File: src/rtl/code_pulse_decoder_pkg.sv
// Shared definitions for the code pulse decoder: FSM encoding, code and line widths.
package code_pulse_decoder_pkg;

  localparam int CODE_W = 2;
  localparam int LINES  = 4;
  localparam int HOLD_W = 4;
  localparam int PCNT_W = 8;

  typedef enum logic [1:0] {
    IDLE  = 2'd0,
    DRIVE = 2'd1,
    GAP   = 2'd2
  } state_e;

  // One-hot line pattern for a binary line index.
  function automatic logic [LINES-1:0] one_hot(input logic [CODE_W-1:0] code);
    return LINES'(1) << code;
  endfunction

endpackage

File: src/rtl/code_fifo.sv
// Small synchronous FIFO for queued codes; pointers wrap modulo DEPTH (power of two).
module code_fifo #(
  parameter int DEPTH = 4,
  parameter int WIDTH = 2
) (
  input  logic                     clk,
  input  logic                     rst_n,
  input  logic                     push_i,
  input  logic                     pop_i,
  input  logic [WIDTH-1:0]         din_i,
  output logic [WIDTH-1:0]         dout_o,
  output logic                     full_o,
  output logic                     empty_o,
  output logic [$clog2(DEPTH):0]   count_o
);

  localparam int AW = $clog2(DEPTH);
  localparam int CW = AW + 1;

  logic [WIDTH-1:0] mem [DEPTH];
  logic [AW-1:0]    wr_ptr_q, wr_ptr_d;
  logic [AW-1:0]    rd_ptr_q, rd_ptr_d;
  logic [CW-1:0]    count_q, count_d;
  logic             push_ok, pop_ok;

  assign full_o  = (count_q == CW'(DEPTH));
  assign empty_o = (count_q == '0);
  assign count_o = count_q;
  assign dout_o  = mem[rd_ptr_q];
  assign push_ok = push_i && !full_o;
  assign pop_ok  = pop_i && !empty_o;

  // Next pointer and occupancy; a simultaneous push and pop keeps the count.
  always_comb begin
    // NOTE: every output of this block gets a default first so no latch is inferred.
    wr_ptr_d = wr_ptr_q;
    rd_ptr_d = rd_ptr_q;
    count_d  = count_q;
    if (push_ok) wr_ptr_d = wr_ptr_q + AW'(1);
    if (pop_ok)  rd_ptr_d = rd_ptr_q + AW'(1);
    case ({push_ok, pop_ok})
      2'b10:   count_d = count_q + CW'(1);
      2'b01:   count_d = count_q - CW'(1);
      default: count_d = count_q;
    endcase
  end

  // Pointer and count registers with synchronous reset.
  always_ff @(posedge clk) begin
    // NOTE: state registers use non-blocking assignments so all flops update together.
    if (!rst_n) begin
      wr_ptr_q <= '0;
      rd_ptr_q <= '0;
      count_q  <= '0;
    end else begin
      wr_ptr_q <= wr_ptr_d;
      rd_ptr_q <= rd_ptr_d;
      count_q  <= count_d;
    end
  end

  // Storage write; entries are only read when the count says they are valid.
  always_ff @(posedge clk) begin
    // NOTE: the storage array is deliberately not reset; the pointers alone define validity.
    if (push_ok) mem[wr_ptr_q] <= din_i;
  end

endmodule

File: src/rtl/code_pulse_decoder.sv
// Queues 2-bit codes and plays each out as a PULSE_LEN-cycle one-hot pulse followed by a gap.
module code_pulse_decoder
  import code_pulse_decoder_pkg::*;
#(
  parameter int DEPTH     = 4,
  parameter int PULSE_LEN = 2
) (
  input  logic              clk,
  input  logic              rst_n,
  input  logic              in_valid,
  input  logic [CODE_W-1:0] in_code,
  output logic              in_ready,
  output logic [LINES-1:0]  d_out,
  output logic              busy,
  output logic [PCNT_W-1:0] pulse_cnt
);

  localparam int CW = $clog2(DEPTH) + 1;

  state_e              state_q, state_d;
  logic [HOLD_W-1:0]   hold_q, hold_d;
  logic [CODE_W-1:0]   code_q, code_d;
  logic [LINES-1:0]    d_out_q, d_out_d;
  logic [PCNT_W-1:0]   pulse_q, pulse_d;

  logic                fifo_push, fifo_pop, fifo_full, fifo_empty;
  logic [CODE_W-1:0]   fifo_dout;
  logic [CW-1:0]       fifo_count;

  // Ready reflects free space only; a pop in the same cycle never frees a slot early.
  assign in_ready  = !rst_n || (fifo_count < CW'(DEPTH));
  assign fifo_push = rst_n && in_valid && !fifo_full;
  assign busy      = rst_n && (!fifo_empty || (state_q != IDLE));
  assign d_out     = d_out_q;
  assign pulse_cnt = pulse_q;

  code_fifo #(
    .DEPTH (DEPTH),
    .WIDTH (CODE_W)
  ) u_fifo (
    .clk     (clk),
    .rst_n   (rst_n),
    .push_i  (fifo_push),
    .pop_i   (fifo_pop),
    .din_i   (in_code),
    .dout_o  (fifo_dout),
    .full_o  (fifo_full),
    .empty_o (fifo_empty),
    .count_o (fifo_count)
  );

  // Next-state logic: pop into DRIVE, count down the hold, then one GAP cycle.
  always_comb begin
    state_d  = state_q;
    hold_d   = hold_q;
    code_d   = code_q;
    pulse_d  = pulse_q;
    fifo_pop = 1'b0;
    // d_out follows the registered state, which yields the two-cycle push-to-line latency.
    d_out_d  = (state_q == DRIVE) ? one_hot(code_q) : '0;
    case (state_q)
      IDLE, GAP: begin
        if (!fifo_empty) begin
          fifo_pop = 1'b1;
          code_d   = fifo_dout;
          hold_d   = HOLD_W'(PULSE_LEN - 1);
          state_d  = DRIVE;
        end else begin
          state_d  = IDLE;
        end
      end
      DRIVE: begin
        if (hold_q == '0) begin
          state_d = GAP;
          pulse_d = pulse_q + PCNT_W'(1);
        end else begin
          hold_d  = hold_q - HOLD_W'(1);
        end
      end
      default: state_d = IDLE;
    endcase
  end

  // FSM, hold counter, line and pulse-count registers.
  always_ff @(posedge clk) begin
    if (!rst_n) begin
      state_q <= IDLE;
      hold_q  <= '0;
      code_q  <= '0;
      d_out_q <= '0;
      pulse_q <= '0;
    end else begin
      state_q <= state_d;
      hold_q  <= hold_d;
      code_q  <= code_d;
      d_out_q <= d_out_d;
      pulse_q <= pulse_d;
    end
  end

endmodule

File: config.mk
export PLATFORM = sky130hd
export DESIGN_NAME = code_pulse_decoder
export DESIGN_NICKNAME = d
export VERILOG_FILES = /design/src/rtl/code_pulse_decoder_pkg.sv /design/src/rtl/code_fifo.sv /design/src/rtl/code_pulse_decoder.sv
export SDC_FILE = /design/constraint.sdc
export NUM_CORES = 1
export LEC_CHECK = 0
export BUFFER_PORTS_ARGS = -buffer_cell sky130_fd_sc_hd__buf_2
export CAP_MARGIN = 20
export CORE_MARGIN = 4
export CORE_UTILIZATION = 49
export CTS_BUF_LIST = sky130_fd_sc_hd__clkbuf_4 sky130_fd_sc_hd__clkbuf_8
export CTS_CLUSTER_SIZE = 14
export DETAILED_ROUTE_END_ITERATION = 6
export HOLD_SLACK_MARGIN = 0.03
export PLACE_DENSITY = 0.74
export SETUP_SLACK_MARGIN = 0.3
export SYNTH_ARGS = -nofsm -noshare
export SYNTH_HDL_FRONTEND = slang
export SYNTH_SLANG_ARGS = --single-unit
export TNS_END_PERCENT = 50
File: constraint.sdc
create_clock -name clk -period 2.25 [get_ports clk]
set_input_delay 0.675 -clock clk [delete_from_list [all_inputs] [get_ports clk]]
set_output_delay 0.675 -clock clk [all_outputs]
set_load 0.1 [all_outputs]
==> results of run 1 <==
-- layout make-up --
class                      instances  area, um2
clock inverter                     2       12.5
fill                             275       1060
inverter                          18       93.8
sequential                        35        797
multi-input combinational        105        781
clock buffer                       6       45.0
timing repair buffer              32        231
tap                               44       55.1
-- worst min path at each step --
stage | from | to | slack, ns | cells after the start
finish | code_q[0] | d_out[2] | 0.45 | 1
global route | code_q[0] | d_out[2] | 0.50 | 1
detailed placement | code_q[0] | d_out[2] | 0.44 | 1
floorplan | code_q[0] | d_out[2] | 0.41 | 1
CTS | code_q[0] | d_out[2] | 0.45 | 1
global placement | code_q[0] | d_out[2] | 0.43 | 1
-- kinds of logic (layout without fill, tap and decap cells) --
kind of cell               after synthesis  in the layout
buffers and inverters                   24             58
DFF                                     35             35
adders and majority gates                8              8
xor gates and xnor gates                 2              2
AOI/OAI and AO/OA                       38             38
muxes                                    3              3
and+or+nand+nor                         54             54
-- registers in the layout (all words and copies together) (netlist names) --
name             count
u_fifo.count_o       3
code_q               2
u_fifo.rd_ptr_q      2
pulse_cnt            8
hold_q               4
u_fifo.mem           8
u_fifo.wr_ptr_q      2
d_out                4
state_q              2
-- per-stage QoR --
step | instance area, um2 | setup slack [ns] | hold slack [ns] | util | power, uW
2_1_floorplan | 1700 | 0.177 | 0.413 | - | 1460
3_3_place_gp | 1870 | 0.109 | 0.425 | 0.606 | 1620
3_5_place_dp | 1870 | 0.0343 | 0.437 | 0.606 | 1670
4_1_cts | 1980 | 0.207 | 0.453 | 0.642 | 2050
5_1_grt | 2020 | 0.137 | 0.498 | 0.655 | 2270
6_report | 2020 | 0.203 | 0.451 | 0.655 | 2120
-- power groups by stage --
stage / combinational [uW] / sequential, uW / clock (uW)
finish: 946 / 830 / 344
global route: 1030 / 849 / 385
CTS: 867 / 830 / 350
detailed placement: 818 / 849 / 0
global placement: 780 / 837 / 0
floorplan: 523 / 938 / 0
-- repair_timing --
item | 4_1_cts | 5_1_grt
endpoints found under the hold margin | 0 | 0
hold buffers | 0 | 0
resized for setup | 7 | 2
pin swaps | 1 | 0
buffers inserted | 5 | 4
endpoints found under the setup margin | 5 | 11
-- layer usage --
layer	routed length (um)	vias to the layer above
li1	-	662
met2	2030	27
met1	1340	647
met3	125	6
met4	59	0
met5	0	-
-- cell usage in the layout (no fill, tap or decap), drive strengths merged, types with 7 or more instances in the layout --
| master | count |
|---|---|
| buf | 32 |
| dfxtp | 27 |
| inv | 17 |
| a21oi | 15 |
| nor2 | 11 |
| o21ai | 10 |
| edfxtp | 8 |
| nand3 | 7 |
| ha | 7 |
==> run_summary.xml, run 1 <==
<?xml version="1.0" encoding="UTF-8"?>
<metrics>
  <group name="yosys">
    <metric name="area_fraction_in_compound_gates_after_synthesis" unit="">0.142</metric>
    <metric name="synthMuxAreaShare" unit="">0.0346</metric>
    <metric name="postSynthAreaPerCell" unit="um2">9.70</metric>
    <metric name="synth_area" unit="um2">1590</metric>
    <metric name="synth_top_family_by_area" unit="">simple AND/OR/NAND/NOR gates</metric>
    <metric name="synth_sequential_area_ratio" unit="">0.491</metric>
    <metric name="arithmetic_cell_share_of_the_synthesized_area_counting_full_adders_half_adders_and_majority_gates" unit="">0.0676</metric>
    <metric name="post_synthesis_net_count" unit="">177</metric>
    <metric name="yosys_register_bits" unit="">35</metric>
    <metric name="synth_top_area_frac" unit="">0.340</metric>
    <metric name="post_synthesis_instance_total" unit="">164</metric>
    <metric name="synth.cells.most_frequent" unit="">sky130_fd_sc_hd__dfxtp_1 (27), sky130_fd_sc_hd__inv_1 (17), sky130_fd_sc_hd__a21oi_1 (15)</metric>
    <metric name="post_synthesis_xor_xnor_area_fraction" unit="">0.0110</metric>
    <metric name="yosys_warnings" unit="">0</metric>
    <metric name="synth_top_cells_by_area" unit="">sky130_fd_sc_hd__dfxtp_1 (34%), sky130_fd_sc_hd__edfxtp_1 (15%), sky130_fd_sc_hd__ha_1 (5.5%), sky130_fd_sc_hd__a21oi_1 (4.7%), sky130_fd_sc_hd__inv_1 (4.0%)</metric>
    <metric name="number_of_distinct_library_cells_after_synthesis" unit="">36</metric>
    <metric name="yosys.cell_count.top_type" unit="">sky130_fd_sc_hd__dfxtp_1</metric>
    <metric name="synth_simple_gate_area_share" unit="">0.196</metric>
    <metric name="synth_enable_flop_cells" unit="">8</metric>
    <metric name="area_leader_netlist" unit="">sky130_fd_sc_hd__dfxtp_1</metric>
    <metric name="ys_dominant_reg_cell" unit="">sky130_fd_sc_hd__dfxtp_1</metric>
    <metric name="asyncSetResetFlopFracSynth" unit="">0</metric>
  </group>
  <group name="die">
    <metric name="initial_core_utilization" unit="">0.517</metric>
    <metric name="die_width" unit="um">65.0</metric>
    <metric name="core.rowCount" unit="">20</metric>
    <metric name="fp.dieH" unit="um">65.0</metric>
    <metric name="core_region_area" unit="um2">3080</metric>
    <metric name="die-area" unit="um2">4220</metric>
    <metric name="io_pins" unit="">19</metric>
  </group>
  <group name="critical_path">
    <metric name="reg2reg_setup_slack" unit="ns">0.20</metric>
    <metric name="stages_on_the_worst_setup_path" unit="">8</metric>
    <metric name="cpMaxStageDelayCell" unit="">sky130_fd_sc_hd__or3b_4</metric>
    <metric name="cpLargestDelayFamily" unit="">simple AND/OR/NAND/NOR gates</metric>
    <metric name="timing.rr.end" unit="">u_fifo.count_o[2]</metric>
    <metric name="startpoint_type_of_the_worst_setup_path" unit="">register</metric>
    <metric name="cp_slowest_stage_delay" unit="ns">0.41</metric>
    <metric name="timing.critical_path.arrival" unit="ns">2.31</metric>
    <metric name="r2r_start" unit="">u_fifo.count_o[0]</metric>
    <metric name="crit_path_cell_chain" unit="">or3b_4 &gt; nand3_4 &gt; ha_4 &gt; inv_1 &gt; fa_2 &gt; xor2_1 &gt; or3_1 &gt; a21oi_1</metric>
    <metric name="crit_start" unit="">u_fifo.count_o[0]</metric>
    <metric name="path_class" unit="">reg2reg</metric>
    <metric name="maximum_fanout_along_the_worst_path" unit="">3</metric>
    <metric name="cp.required" unit="ns">2.52</metric>
    <metric name="critPathCaptureType" unit="">register</metric>
    <metric name="cp_num_buf_inv" unit="">1</metric>
    <metric name="reg2regPathDepth" unit="">8</metric>
    <metric name="end_of_the_critical_path" unit="">u_fifo.count_o[2]</metric>
  </group>
  <group name="power_and_ir_drop">
    <metric name="ir_drop" unit="mV">0.706</metric>
    <metric name="combinational_share_of_power" unit="">0.446</metric>
    <metric name="internal-power" unit="uW">1250</metric>
    <metric name="switching_power" unit="uW">873</metric>
    <metric name="seqPwrFrac" unit="">0.392</metric>
    <metric name="switching_part_of_the_total_power" unit="">0.412</metric>
    <metric name="powerDensity" unit="nW/um2">1050</metric>
    <metric name="leakage" unit="uW">0.000775</metric>
    <metric name="p_clk_frac" unit="">0.162</metric>
  </group>
  <group name="sta">
    <metric name="finalSetupViolations" unit="">0</metric>
    <metric name="finalSetupTns" unit="ns">0</metric>
    <metric name="max_clock_freq" unit="MHz">489</metric>
    <metric name="layout_min_cycle_time" unit="ns">2.05</metric>
    <metric name="hold_viol" unit="">0</metric>
    <metric name="pins_over_slew_limit" unit="">0</metric>
    <metric name="min_period_over_period" unit="">0.910</metric>
    <metric name="skew" unit="ns">0.00741</metric>
    <metric name="worst_pin_slew" unit="ns">0.561</metric>
    <metric name="rsz_0062_raised_after_global_routing" unit="">true</metric>
    <metric name="worst_slew_margin_rel" unit="">0.625</metric>
  </group>
  <group name="place">
    <metric name="dpl.hpwl" unit="um">2540</metric>
    <metric name="port_buffers" unit="">18</metric>
    <metric name="numPlacedInstances" unit="">225</metric>
    <metric name="gp_congestion" unit="">0.783</metric>
  </group>
  <group name="layout">
    <metric name="final_layout_size_suffix_gt1_frac" unit="">0.298</metric>
    <metric name="design.final.nets" unit="">210</metric>
    <metric name="final-instance-count-excl-fill" unit="">242</metric>
    <metric name="insertedDiodeCount" unit="">0</metric>
    <metric name="flow.area_growth_from_synthesis" unit="%">26.7</metric>
  </group>
  <group name="global_route">
    <metric name="via_count_of_the_first_global_routing_pass" unit="">1390</metric>
    <metric name="grt_max_degree" unit="">19</metric>
    <metric name="globalRouteMet3Util" unit="">0.0433</metric>
    <metric name="layer_with_the_highest_usage" unit="">met2</metric>
    <metric name="globalRoute.totalOverflow" unit="">0</metric>
    <metric name="initial_antenna_violation_count" unit="">0</metric>
    <metric name="grt_pass1_wl" unit="um">6220</metric>
    <metric name="grt.met2_usage" unit="">0.370</metric>
    <metric name="grtUsageTotal" unit="">0.194</metric>
    <metric name="grtUsageMet1" unit="">0.200</metric>
  </group>
  <group name="clock_tree">
    <metric name="cts_root_buf" unit="">sky130_fd_sc_hd__clkbuf_4</metric>
    <metric name="clk-insertion-delay-late" unit="ns">0.33</metric>
    <metric name="clk_pin_slew" unit="ns">0.10</metric>
    <metric name="tritoncts" unit="">done</metric>
    <metric name="cts_inserted_buffers" unit="">5</metric>
    <metric name="htreeDepth" unit="">2</metric>
    <metric name="numClockSinks" unit="">35</metric>
    <metric name="max-clock-path-buffers" unit="">2</metric>
  </group>
  <group name="detailed_routing">
    <metric name="detail_route.wirelength" unit="um">3560</metric>
    <metric name="drcViolationCount" unit="">0</metric>
    <metric name="routedWlPerCell" unit="um">14.7</metric>
    <metric name="vias" unit="">1342</metric>
    <metric name="drt_iter0_markers" unit="">97</metric>
    <metric name="drtAntennaViolNets" unit="">0</metric>
    <metric name="drt_pre_antenna_iters" unit="">4</metric>
    <metric name="ratio_of_routed_vias_to_standard_cells" unit="">5.55</metric>
  </group>
  <group name="flow_run">
    <metric name="max-cap-violations" unit="">0</metric>
  </group>
  <group name="min_path">
    <metric name="holdCritPathClass" unit="">reg2reg</metric>
  </group>
  <group name="outcome">
    <metric name="status" unit="">completed</metric>
  </group>
</metrics>
Note: power is estimated with default switching activity, not from simulation.
==> inputs of run 2 (changes only) <==
--- a/constraint.sdc
+++ b/constraint.sdc
@@ -3,2 +3,2 @@
 set_output_delay 0.675 -clock clk [all_outputs]
-set_load 0.1 [all_outputs]
+set_load 0.005 [all_outputs]
==> run 2 against run 1 <==
Net effect:
- wire length shrank 3.1%
- via count down 0.60%
- clock-buffer cell count unchanged
- final area fell by 3.8%
- worst hold slack gained 0.00091 ns
- non-clock buffer count shrank 3
- clock power is 39% higher
- clock skew increased by 0.0041 ns
- worst setup slack lost 0.050 ns
==> run_summary.xml, run 2 (synthesis results as in run 1) <==
<?xml version="1.0" encoding="UTF-8"?>
<metrics>
  <group name="detailed_routing">
    <metric name="drtAntennaViolNets" unit="">0</metric>
    <metric name="routedWlPerCell" unit="um">14.4</metric>
    <metric name="wl_met3" unit="um">144</metric>
    <metric name="detail_route.wirelength" unit="um">3450</metric>
    <metric name="top_layer" unit="">met4</metric>
    <metric name="vias" unit="">1334</metric>
    <metric name="drt_iter0_markers" unit="">98</metric>
    <metric name="drcViolationCount" unit="">0</metric>
    <metric name="drt_pre_antenna_iters" unit="">4</metric>
    <metric name="length_of_routed_wiring_on_met1" unit="um">1440</metric>
    <metric name="wl_met2" unit="um">1750</metric>
    <metric name="ratio_of_routed_vias_to_standard_cells" unit="">5.58</metric>
  </group>
  <group name="sta">
    <metric name="worst_pin_slew" unit="ns">0.495</metric>
    <metric name="pins_over_slew_limit" unit="">0</metric>
    <metric name="min_period_over_period" unit="">0.932</metric>
    <metric name="worst_slew_margin_rel" unit="">0.669</metric>
    <metric name="hold_viol" unit="">0</metric>
    <metric name="skew" unit="ns">0.0115</metric>
    <metric name="finalSetupTns" unit="ns">0</metric>
    <metric name="finalWorstSetupSlack" unit="ns">0.154</metric>
    <metric name="max_clock_freq" unit="MHz">477</metric>
    <metric name="fin_worst_hold_slack" unit="ns">0.451</metric>
    <metric name="rsz_0062_raised_after_global_routing" unit="">true</metric>
    <metric name="finalSetupViolations" unit="">0</metric>
    <metric name="layout_min_cycle_time" unit="ns">2.10</metric>
  </group>
  <group name="clock_tree">
    <metric name="clk-insertion-delay-late" unit="ns">0.35</metric>
    <metric name="tritoncts" unit="">done</metric>
    <metric name="numClockSinks" unit="">35</metric>
    <metric name="cts_inserted_buffers" unit="">5</metric>
    <metric name="clk_pin_slew" unit="ns">0.11</metric>
    <metric name="cts_root_buf" unit="">sky130_fd_sc_hd__clkbuf_4</metric>
    <metric name="htreeDepth" unit="">2</metric>
    <metric name="cts.hold.buffers_added" unit="">0</metric>
    <metric name="max-clock-path-buffers" unit="">2</metric>
  </group>
  <group name="power_and_ir_drop">
    <metric name="ir_drop" unit="mV">0.510</metric>
    <metric name="powerDensity" unit="nW/um2">1030</metric>
    <metric name="leakage" unit="uW">0.000740</metric>
    <metric name="report.power.total" unit="uW">1990</metric>
  </group>
  <group name="critical_path">
    <metric name="r2r_start" unit="">u_fifo.count_o[0]</metric>
    <metric name="reg2regPathDepth" unit="">8</metric>
    <metric name="reg2reg_setup_slack" unit="ns">0.15</metric>
    <metric name="timing.rr.end" unit="">u_fifo.count_o[2]</metric>
    <metric name="crit_path_cell_chain" unit="">or3b_4 &gt; nand3_4 &gt; ha_4 &gt; inv_1 &gt; fa_2 &gt; xor2_1 &gt; or3_1 &gt; a21oi_2</metric>
    <metric name="cp_slowest_stage_delay" unit="ns">0.42</metric>
    <metric name="critPathCaptureType" unit="">register</metric>
    <metric name="path_class" unit="">reg2reg</metric>
    <metric name="maximum_fanout_along_the_worst_path" unit="">5</metric>
    <metric name="startpoint_type_of_the_worst_setup_path" unit="">register</metric>
    <metric name="timing.critical_path.arrival" unit="ns">2.39</metric>
    <metric name="cpMaxStageDelayCell" unit="">sky130_fd_sc_hd__or3b_4</metric>
    <metric name="cp.required" unit="ns">2.54</metric>
  </group>
  <group name="min_path">
    <metric name="holdCritPathClass" unit="">reg2reg</metric>
    <metric name="hold_path_end" unit="">d_out[2]</metric>
    <metric name="hold_depth" unit="">1</metric>
    <metric name="worstHoldStart" unit="">code_q[0]</metric>
  </group>
  <group name="die">
    <metric name="die-area" unit="um2">4220</metric>
    <metric name="core_region_area" unit="um2">3080</metric>
    <metric name="core.rowCount" unit="">20</metric>
    <metric name="io_pins" unit="">19</metric>
    <metric name="initial_core_utilization" unit="">0.517</metric>
    <metric name="die_width" unit="um">65.0</metric>
    <metric name="fp.dieH" unit="um">65.0</metric>
  </group>
  <group name="layout">
    <metric name="final-instance-count-excl-fill" unit="">239</metric>
    <metric name="flow.area_growth_from_synthesis" unit="%">21.9</metric>
    <metric name="final_layout_size_suffix_gt1_frac" unit="">0.256</metric>
    <metric name="layout_common_cells" unit="">sky130_fd_sc_hd__dfxtp_1 (24), sky130_fd_sc_hd__buf_2 (18), sky130_fd_sc_hd__inv_1 (17)</metric>
    <metric name="mostFrequentLayoutCell" unit="">sky130_fd_sc_hd__dfxtp_1</metric>
    <metric name="insertedDiodeCount" unit="">0</metric>
    <metric name="design.final.nets" unit="">207</metric>
  </group>
  <group name="global_route">
    <metric name="globalRoute.totalOverflow" unit="">0</metric>
    <metric name="via_count_of_the_first_global_routing_pass" unit="">1292</metric>
    <metric name="grtUsageTotal" unit="">0.186</metric>
    <metric name="initial_antenna_violation_count" unit="">0</metric>
    <metric name="grt_max_degree" unit="">19</metric>
    <metric name="grt_pass1_wl" unit="um">5840</metric>
  </group>
  <group name="outcome">
    <metric name="status" unit="">completed</metric>
  </group>
  <group name="place">
    <metric name="port_buffers" unit="">18</metric>
    <metric name="gp_congestion" unit="">0.863</metric>
    <metric name="dpl.hpwl" unit="um">2410</metric>
    <metric name="numPlacedInstances" unit="">224</metric>
    <metric name="preCtsSetupSlack" unit="ns">0.0390</metric>
  </group>
  <group name="flow_run">
    <metric name="max-cap-violations" unit="">0</metric>
  </group>
</metrics>
-- run 2: cell types whose count changed in the layout (fill, tap and decap cells not counted), sizes merged --
cell,before,now
buf,32,29
bufinv,0,1
clkinvlp,1,0
-- run 2: layout make-up --
cell class / instances / area (um2)
tap: 44 / 55.1
timing repair buffer: 29 / 173
multi-input combinational: 105 / 766
fill: 260 / 1140
sequential: 35 / 792
clock inverter: 2 / 35.0
inverter: 18 / 67.6
clock buffer: 6 / 51.3
-- run 2: worst max-delay path: cells and delay by family, from the launching register on --
kind	cells	cell delay, ns
and+or+nand+nor	3	0.85
AOI/OAI and AO/OA	1	0.13
buffers and inverters	1	0.05
adders and majority gates	2	0.47
DFF	1	0.38
xor gates and xnor gates	1	0.16
-- run 2: how the worst max path moves through the flow --
stage                                    to               from  depth (start not counted)  slack [ns]
after floorplan           u_fifo.count_o[2]  u_fifo.count_o[2]                          8        0.29
after global placement    u_fifo.count_o[2]              rst_n                          8        0.16
after detailed placement  u_fifo.count_o[2]              rst_n                          8        0.04
after CTS                 u_fifo.count_o[2]  u_fifo.count_o[0]                          8        0.17
after global routing      u_fifo.count_o[2]  u_fifo.count_o[0]                          8        0.11
final                     u_fifo.count_o[2]  u_fifo.count_o[0]                          8        0.15
-- run 2: routing by layer --
| metal | up-vias | GRT usage |
|---|---|---|
| met3 | 11 | 0.0572 |
| met2 | 31 | 0.309 |
| met4 | 0 | 0.103 |
| met1 | 636 | 0.210 |
| met5 | - | 0 |
| li1 | 656 | - |
-- run 2: power by group --
part,switching (uW),internal (uW)
registers,89.3,741
clock network,217,262
logic,369,314
-- run 2: per-stage QoR --
step,instance area [um2],util
after floorplan,1630,-
after global placement,1780,0.578
after detailed placement,1780,0.578
after CTS,1900,0.619
after global routing,1940,0.630
final,1940,0.630
-- run 2: timing repair --
item	CTS	global route
setup buffers	4	3
pin swaps	1	0
gates resized for setup	4	3
setup endpoints to repair	3	7
==> inputs of run 3 (changes only) <==
CAP_MARGIN = unset   (was 20)
CELL_PAD_IN_SITES_DETAIL_PLACEMENT = 0   (was unset)
CELL_PAD_IN_SITES_GLOBAL_PLACEMENT = 1   (was unset)
CORE_UTILIZATION = 41   (was 49)
PLACE_DENSITY = 0.78   (was 0.74)
==> run 3 against run 2 <==
Net effect:
- worst setup slack improved by 0.087 ns
- clock skew fell by 0.0066 ns
- register-to-register slack improved by 0.09 ns
- die area rose by 17%
- critical path type unchanged
- critical endpoint unchanged
==> run_summary.xml, run 3 (synthesis results as in run 1) <==
<?xml version="1.0" encoding="UTF-8"?>
<metrics>
  <group name="outcome">
    <metric name="status" unit="">completed</metric>
  </group>
  <group name="clock_tree">
    <metric name="numClockSinks" unit="">35</metric>
    <metric name="htreeDepth" unit="">2</metric>
    <metric name="cts_root_buf" unit="">sky130_fd_sc_hd__clkbuf_8</metric>
    <metric name="max-clock-path-buffers" unit="">2</metric>
    <metric name="clk-insertion-delay-late" unit="ns">0.29</metric>
    <metric name="clk_pin_slew" unit="ns">0.07</metric>
    <metric name="tritoncts" unit="">done</metric>
    <metric name="cts_inserted_buffers" unit="">5</metric>
  </group>
  <group name="layout">
    <metric name="fill_cells" unit="">347</metric>
    <metric name="design.final.nets" unit="">204</metric>
    <metric name="final-instance-count-excl-fill" unit="">240</metric>
    <metric name="layout_common_cells" unit="">sky130_fd_sc_hd__dfxtp_1 (24), sky130_fd_sc_hd__inv_1 (17), sky130_fd_sc_hd__buf_2 (17)</metric>
    <metric name="final_layout_size_suffix_gt1_frac" unit="">0.240</metric>
    <metric name="insertedDiodeCount" unit="">0</metric>
    <metric name="mostFrequentLayoutCell" unit="">sky130_fd_sc_hd__dfxtp_1</metric>
    <metric name="flow.area_growth_from_synthesis" unit="%">20.5</metric>
  </group>
  <group name="detailed_routing">
    <metric name="drt_pre_antenna_iters" unit="">4</metric>
    <metric name="vias" unit="">1285</metric>
    <metric name="detail_route.wirelength" unit="um">3470</metric>
    <metric name="ratio_of_routed_vias_to_standard_cells" unit="">5.35</metric>
    <metric name="routedWlPerCell" unit="um">14.5</metric>
    <metric name="drt_iter0_markers" unit="">67</metric>
    <metric name="drcViolationCount" unit="">0</metric>
    <metric name="drtAntennaViolNets" unit="">0</metric>
  </group>
  <group name="critical_path">
    <metric name="maximum_fanout_along_the_worst_path" unit="">6</metric>
    <metric name="cp.required" unit="ns">2.46</metric>
    <metric name="startpoint_type_of_the_worst_setup_path" unit="">register</metric>
    <metric name="crit_start" unit="">u_fifo.count_o[1]</metric>
    <metric name="path_class" unit="">reg2reg</metric>
    <metric name="timing.critical_path.arrival" unit="ns">2.22</metric>
    <metric name="r2r_start" unit="">u_fifo.count_o[1]</metric>
    <metric name="critPathCaptureType" unit="">register</metric>
  </group>
  <group name="die">
    <metric name="initial_core_utilization" unit="">0.428</metric>
    <metric name="io_pins" unit="">19</metric>
    <metric name="core_region_area" unit="um2">3720</metric>
    <metric name="die-area" unit="um2">4940</metric>
    <metric name="die_width" unit="um">70.3</metric>
    <metric name="core.rowCount" unit="">22</metric>
    <metric name="fp.dieH" unit="um">70.3</metric>
  </group>
  <group name="power_and_ir_drop">
    <metric name="seqPwrFrac" unit="">0.439</metric>
    <metric name="powerDensity" unit="nW/um2">993</metric>
    <metric name="leakage" unit="uW">0.000718</metric>
    <metric name="switching_power" unit="uW">671</metric>
    <metric name="combinational_share_of_power" unit="">0.327</metric>
    <metric name="switching_part_of_the_total_power" unit="">0.352</metric>
    <metric name="internal-power" unit="uW">1230</metric>
    <metric name="p_clk_frac" unit="">0.234</metric>
    <metric name="ir_drop" unit="mV">0.439</metric>
  </group>
  <group name="flow_run">
    <metric name="max-cap-violations" unit="">0</metric>
  </group>
  <group name="sta">
    <metric name="skew" unit="ns">0.00488</metric>
    <metric name="layout_min_cycle_time" unit="ns">2.01</metric>
    <metric name="worst_pin_slew" unit="ns">0.569</metric>
    <metric name="hold_viol" unit="">0</metric>
    <metric name="worst_slew_margin_rel" unit="">0.620</metric>
    <metric name="finalSetupViolations" unit="">0</metric>
    <metric name="finalSetupTns" unit="ns">0</metric>
    <metric name="max_clock_freq" unit="MHz">498</metric>
    <metric name="finalWorstSetupSlack" unit="ns">0.240</metric>
    <metric name="fin_worst_hold_slack" unit="ns">0.472</metric>
    <metric name="min_period_over_period" unit="">0.893</metric>
    <metric name="pins_over_slew_limit" unit="">0</metric>
    <metric name="rsz_0062_raised_after_global_routing" unit="">true</metric>
  </group>
  <group name="min_path">
    <metric name="worstHoldStart" unit="">code_q[0]</metric>
    <metric name="holdCritPathClass" unit="">reg2reg</metric>
  </group>
  <group name="global_route">
    <metric name="grt_max_degree" unit="">19</metric>
    <metric name="globalRoute.totalOverflow" unit="">0</metric>
    <metric name="grtUsageTotal" unit="">0.149</metric>
    <metric name="initial_antenna_violation_count" unit="">0</metric>
    <metric name="via_count_of_the_first_global_routing_pass" unit="">1282</metric>
    <metric name="grt_pass1_wl" unit="um">5780</metric>
  </group>
  <group name="place">
    <metric name="gp_congestion" unit="">0.745</metric>
    <metric name="numPlacedInstances" unit="">228</metric>
    <metric name="port_buffers" unit="">18</metric>
    <metric name="preCtsSetupSlack" unit="ns">0.0853</metric>
    <metric name="dpl.hpwl" unit="um">2480</metric>
  </group>
</metrics>
-- run 3: cell types whose count changed in the layout (fill, tap and decap cells not counted) --
cell / before / now
sky130_fd_sc_hd__clkbuf_4: 5 / 0
sky130_fd_sc_hd__a21oi_2: 1 / 0
sky130_fd_sc_hd__clkinvlp_4: 0 / 2
sky130_fd_sc_hd__clkbuf_8: 1 / 5
sky130_fd_sc_hd__buf_2: 18 / 17
sky130_fd_sc_hd__dfxtp_2: 0 / 2
sky130_fd_sc_hd__dfxtp_4: 3 / 1
sky130_fd_sc_hd__buf_4: 11 / 9
sky130_fd_sc_hd__a21oi_1: 14 / 15
sky130_fd_sc_hd__bufinv_16: 1 / 0
-- run 3: power by group through the flow --
stage	Sequential, uW	Combinational [uW]	Clock (uW)
6_report	836	623	446
5_1_grt	850	699	488
4_1_cts	834	595	458
3_5_place_dp	848	579	0
3_3_place_gp	834	560	0
2_1_floorplan	826	438	0
-- run 3: path summary, 6_finish.rpt --
kind	to	slack, ns	cells after the start
min reg2reg	d_out[2]	0.47	1
max reg2reg	u_fifo.count_o[2]	0.24	8
max	u_fifo.count_o[2]	0.24	8
min	d_out[2]	0.47	1
-- run 3: area by class of cell --
cell class	count	area, um2	area share
sequential	35	787	0.410
multi-input combinational	105	762	0.397
timing repair buffer	26	153	0.0796
clock buffer	5	68.8	0.0359
inverter	18	67.6	0.0352
tap	48	60.1	0.0313
clock inverter	3	20.0	0.0104
-- run 3: timing repair --
| item | in CTS | in global routing |
|---|---|---|
| pin swaps | 0 | 0 |
| buffers inserted | 3 | 1 |
| endpoints found under the setup margin | 2 | 9 |
| hold endpoints to repair | 0 | 0 |
| resized for setup | 2 | 4 |
| hold buffers | 0 | 0 |
-- run 3: routing by layer --
metal / routed length, um / part of all wire / vias up / track usage
met4: 34 / 0.0098 / 0 / 0.0596
met3: 154 / 0.044 / 5 / 0.0475
met2: 1810 / 0.52 / 30 / 0.258
met5: 0 / 0 / - / 0
li1: - / - / 647 / -
met1: 1470 / 0.42 / 603 / 0.168
-- run 3: metrics by stage --
step	area, um2	total power, uW	utilization
2_1_floorplan	1630	1260	-
3_3_place_gp	1780	1390	0.480
3_5_place_dp	1780	1430	0.480
4_1_cts	1900	1890	0.511
5_1_grt	1920	2040	0.516
6_report	1920	1900	0.516
-- run 3: worst max-delay path, cell delays in order, from the launching register on --
cell and delay [ns]:
sky130_fd_sc_hd__dfxtp_2 0.35, sky130_fd_sc_hd__or3b_4 0.42, sky130_fd_sc_hd__nand3_4 0.08, sky130_fd_sc_hd__ha_4 0.13, sky130_fd_sc_hd__inv_1 0.05, sky130_fd_sc_hd__fa_2 0.33
sky130_fd_sc_hd__xor2_1 0.15, sky130_fd_sc_hd__or3_1 0.31, sky130_fd_sc_hd__a21oi_1 0.12
